`config.mk`:
```
export PLATFORM = sky130hd
export DESIGN_NAME = arbitro_pc
export DESIGN_NICKNAME = d
export VERILOG_FILES = /design/src/rtl/arbitro_pc.sv
export SDC_FILE = /design/constraint.sdc
export NUM_CORES = 1
export LEC_CHECK = 0
export ABC_AREA = 0
export BUFFER_PORTS_ARGS = -buffer_cell sky130_fd_sc_hd__buf_4
export CAP_MARGIN = 5
export CELL_PAD_IN_SITES_DETAIL_PLACEMENT = 1
export CELL_PAD_IN_SITES_GLOBAL_PLACEMENT = 1
export CORE_ASPECT_RATIO = 0.6
export CORE_UTILIZATION = 25
export DETAILED_ROUTE_END_ITERATION = 6
export PLACE_DENSITY_LB_ADDON = 0.12
export SYNTH_ARGS = -nofsm -noshare
export SYNTH_HDL_FRONTEND = slang
export SYNTH_SLANG_ARGS = --single-unit
```
`constraint.sdc`:
```
create_clock -name clk -period 2 [get_ports clk]
set_input_delay 0.1 -clock clk [delete_from_list [all_inputs] [get_ports clk]]
set_output_delay 0.1 -clock clk [all_outputs]
set_load 0.02 [all_outputs]
```
`src/rtl/arbitro_pc.sv`:
```
// arbitro_pc: arbitrates PC-update requests into one registered PC write with a post-write settle wait
module arbitro_pc #(
  parameter int unsigned LARGURA = 32,
  parameter logic [LARGURA-1:0] VETOR_EXCECAO = 32'h000000FF,
  parameter int unsigned ESPERA_CICLOS = 2
) (
  input  logic               clk,
  input  logic               reset,
  input  logic               req_inc,
  input  logic               req_desvio,
  input  logic               cond_zero,
  input  logic               req_salto,
  input  logic               req_excecao,
  input  logic [LARGURA-1:0] pc_mais4,
  input  logic [LARGURA-1:0] alvo_desvio,
  input  logic [LARGURA-1:0] alvo_salto,
  output logic               pc_escrita,
  output logic [LARGURA-1:0] pc_novo,
  output logic [1:0]         pc_fonte,
  output logic               ack,
  output logic               ocupado
);
  typedef enum logic [1:0] {LIVRE, ESCREVE, ESPERA} estado_t;
  estado_t estado, estado_prox;
  logic [2:0] cnt, cnt_prox;
  logic pendente, pendente_prox;
  logic [LARGURA-1:0] novo_prox;
  logic [1:0] fonte_prox;
  logic exc, pedido;
  always_ff @(posedge clk) begin
    if (reset) begin
      estado   <= LIVRE;
      cnt      <= '0;
      pendente <= 1'b0;
      pc_novo  <= '0;
      pc_fonte <= '0;
    end else begin
      estado   <= estado_prox;
      cnt      <= cnt_prox;
      pendente <= pendente_prox;
      pc_novo  <= novo_prox;
      pc_fonte <= fonte_prox;
    end
  end
  always_comb begin
    exc = req_excecao | pendente;
    pedido = exc | req_salto | req_desvio | req_inc;
    estado_prox = estado;
    cnt_prox = cnt;
    pendente_prox = pendente;
    novo_prox = pc_novo;
    fonte_prox = pc_fonte;
    case (estado)
      LIVRE: if (pedido) begin
        estado_prox = ESCREVE;
        pendente_prox = 1'b0;
        fonte_prox = exc ? 2'd3 : req_salto ? 2'd2 : (req_desvio && cond_zero) ? 2'd1 : 2'd0;
        novo_prox = exc ? VETOR_EXCECAO : req_salto ? alvo_salto :
                    (req_desvio && cond_zero) ? alvo_desvio : pc_mais4;
      end
      ESCREVE: begin
        pendente_prox = pendente | req_excecao;
        estado_prox = (ESPERA_CICLOS == 0) ? LIVRE : ESPERA;
        cnt_prox = 3'(ESPERA_CICLOS);
      end
      ESPERA: begin
        pendente_prox = pendente | req_excecao;
        cnt_prox = cnt - 3'd1;
        estado_prox = (cnt <= 3'd1) ? LIVRE : ESPERA;
      end
      default: estado_prox = LIVRE;
    endcase
  end
  assign pc_escrita = (estado == ESCREVE);
  assign ack = (estado == ESCREVE);
  assign ocupado = (estado != LIVRE);
endmodule

```
==> flow_summary_export.csv <==
group,metric,value,unit
run_status,status,"finished clean",
floorplanning,row_count,28,
cts,root_buffer,"clkbuf_16",
worst_setup_path,end_kind,"flop",
worst_setup_path,cp.required,2.22,ns
timing,setup_tns,0,ns
floorplanning,io_pins,140,
timing,finalClockSkew,0.00319,ns
logic_synthesis,synth_compound_area_frac,0.359,
floorplanning,start_util,0.264,
floorplanning,die_w,135,um
grt,grt_max_degree,55,
drt,drc,0,
cts,cts_max_path_buffers,2,
finish,final_nets,513,
finish,layout-drive-gt1-share,0.440,
timing,finalSetupViolCount,0,
logic_synthesis,yosysTopAreaCell,"dfxtp_1",
cts,cts_tree,"done",
place,pre_cts_slack,0.231,ns
finish,instances_no_fill,540,
hold_path,min_path_type,"in -> reg",
cts,htree_levels,2,
logic_synthesis,synthSimpleGateAreaFrac,0.218,
logic_synthesis,syn_area,0.00266,mm2
cts,clkSinkCount,40,
logic_synthesis,synthesis.nets,393,
logic_synthesis,synth_top_family_by_area,"compound AO/OA/AOI/OAI gates",
logic_synthesis,synth_cell_types,37,
timing,timing_max_transition_violations_final,0,
finish,nFillCells,1210,
finish,final_common_cell,"buf_4",
drt,routed_wl,10000,um
pwr,p_per_area,702,mW/mm2
logic_synthesis,ys_seq_area_frac,0.301,
drt,firstDrtPassIters,4,
logic_synthesis,synthMuxAreaShare,0,
cts,post-cts-setup-buffers,0,
timing,relSlewSlack,0.702,
cts,clock_latency,0.28,ns
drt,postRouteAntennaNets,0,
run,drv_cap,0,
place,dp_cells,532,
finish,antenna_cells,0,
drt,routed_via_density,5.27,
logic_synthesis,synth_top_area_frac,0.301,
timing,worst_slack,0.221,ns
logic_synthesis,postSynthAreaPerCell,9.37,um2
finish,multi_input_area,0.00162,mm2
grt,first_global_vias,2830,
place,port_buffers,139,
timing,min_period_over_period,0.889,
pwr,ir_drop,0.000311,V
cts,cts-buffers-inserted,5,
timing,rsz0062_at_grt,"false",
timing,hold_violations,0,
logic_synthesis,synth_area_leaders,"dfxtp_1 (30%), a32o_1 (9.0%), o311a_1 (9.0%)",
logic_synthesis,ys_warn_count,0,
timing,fin_crit,1.78,ns
cts,postCtsHoldBufs,0,
finish,finish.utilization,0.391,
cts,cts_resized,0,
worst_setup_path,path_class,"reg -> reg",
finish,syn2layout_area_growth,48.3,%
worst_setup_path,critPathMaxFanout,15,
logic_synthesis,synth_cells,284,
timing,whs,0.119,ns
worst_setup_path,crit_path_start_kind,"flop",
grt,grt_overflow,0,
finish,regArea,801,um2
floorplanning,die_h,81.9,um
logic_synthesis,ys_ff_latch,40,
pwr,leakage,0.00170,uW
place,hpwl,7060,um
logic_synthesis,synthXorXnorAreaFrac,0,
grt,grt_util_all_layers,0.180,
floorplanning,core,0.0101,mm2
timing,tightest_slew,0.447,ns
drt,vias,2846,
grt,grt_first_pass_wirelength,15300,um
logic_synthesis,synth_adder_area_share,0.0282,
grt,antenna_found_initial,0,
drt,drtIter0Drc,113,
place,gp_congestion,0.748,
drt,wl_per_cell,18.5,um
cts,path_clk_slew,0.06,ns
worst_setup_path,arrival,2.00,ns
finish,final_cell_mix,"buf_4 (149), dfxtp_1 (40), nor2b_1 (33)",
timing,timing.fmax,562,MHz
floorplanning,die_area,0.0111,mm2
==> per-stage QoR <==
| stage | instance area, um2 | total power (uW) |
|---|---|---|
| 3_5_place_dp | 3780 | 1900 |
| 4_1_cts | 3950 | 2820 |
| 2_1_floorplan | 2660 | 1480 |
| 3_3_place_gp | 3780 | 1880 |
| 5_1_grt | 3950 | 2940 |
| 6_report | 3950 | 2770 |
==> final timing paths <==
check | start | endpoint | slack [ns] | depth (start not counted)
hold / removal | reset | pendente$_SDFFE_PP0P_ | 0.12 | 2
setup / recovery | estado[0]$_SDFFE_PP0P_ | pc_novo[31]$_SDFFE_PP0P_ | 0.22 | 6
hold reg to reg | pc_fonte[1]$_SDFFE_PP0P_ | pc_fonte[1]$_SDFFE_PP0P_ | 0.47 | 2
setup reg to reg | estado[0]$_SDFFE_PP0P_ | pc_novo[31]$_SDFFE_PP0P_ | 0.22 | 6
==> final cells by class <==
| class | instances | area share |
|---|---|---|
| Tap cell | 135 | 0.0428 |
| Clock inverter | 2 | 0.00888 |
| Timing Repair Buffer | 150 | 0.289 |
| Inverter | 15 | 0.0143 |
| Clock buffer | 6 | 0.0327 |
| Sequential cell | 40 | 0.203 |
| Multi-Input combinational cell | 192 | 0.410 |
==> cells in the mapped netlist, drive strengths merged <==
master	number
nor3	25
o211ai	2
buf	20
nand3	1
a311oi	1
nand4b	1
nor3b	1
a211o	24
nor2b	33
clkbuf	17
ha	6
a21o	1
nor2	4
clkinv	1
dfxtp	40
or3b	1
o21ba	1
o211a	1
nand2	3
and3b	1
inv	14
o21ai	4
o311ai	1
a32o	24
and4b	8
a221oi	16
or3	1
a21oi	6
o311a	24
o31ai	1
a22oi	1
==> sequential cells by signal, indices dropped and copies added (netlist names) <==
| register | flops |
|---|---|
| pendente | 1 |
| estado | 2 |
| cnt | 3 |
| pc_novo | 32 |
| pc_fonte | 2 |
==> logic make-up (layout without fill, tap and decap cells) <==
| kind of cell | count (synthesis) | count (layout) |
|---|---|---|
| AO/OA/AOI/OAI | 107 | 107 |
| adder cells (fa/ha/maj) | 6 | 6 |
| buffers and inverters | 52 | 173 |
| flip-flops | 40 | 40 |
| AND/OR/NAND/NOR | 79 | 79 |
==> power breakdown <==
part	internal, uW	switching, uW	total [uW]
Sequential	884	54.7	939
Combinational	441	493	935
Clock	587	311	898
==> layer usage <==
metal / part of all wire / global-route usage / vias to the layer above
met1: 0.51 / 0.253 / 1386
met5: 0 / 0 / -
li1: - / - / 1363
met3: 0.062 / 0.0395 / 4
met2: 0.42 / 0.281 / 93
met4: 0.0049 / 0.0303 / 0
==> critical path: stages, from the launching register on <==
cell and delay [ns]:
dfxtp_1 0.34, inv_1 0.14, ha_1 0.21, or3b_1 0.44, buf_4 0.24, nor3_1 0.20
a32o_1 0.15
Note: power is estimated with default switching activity, not from simulation.
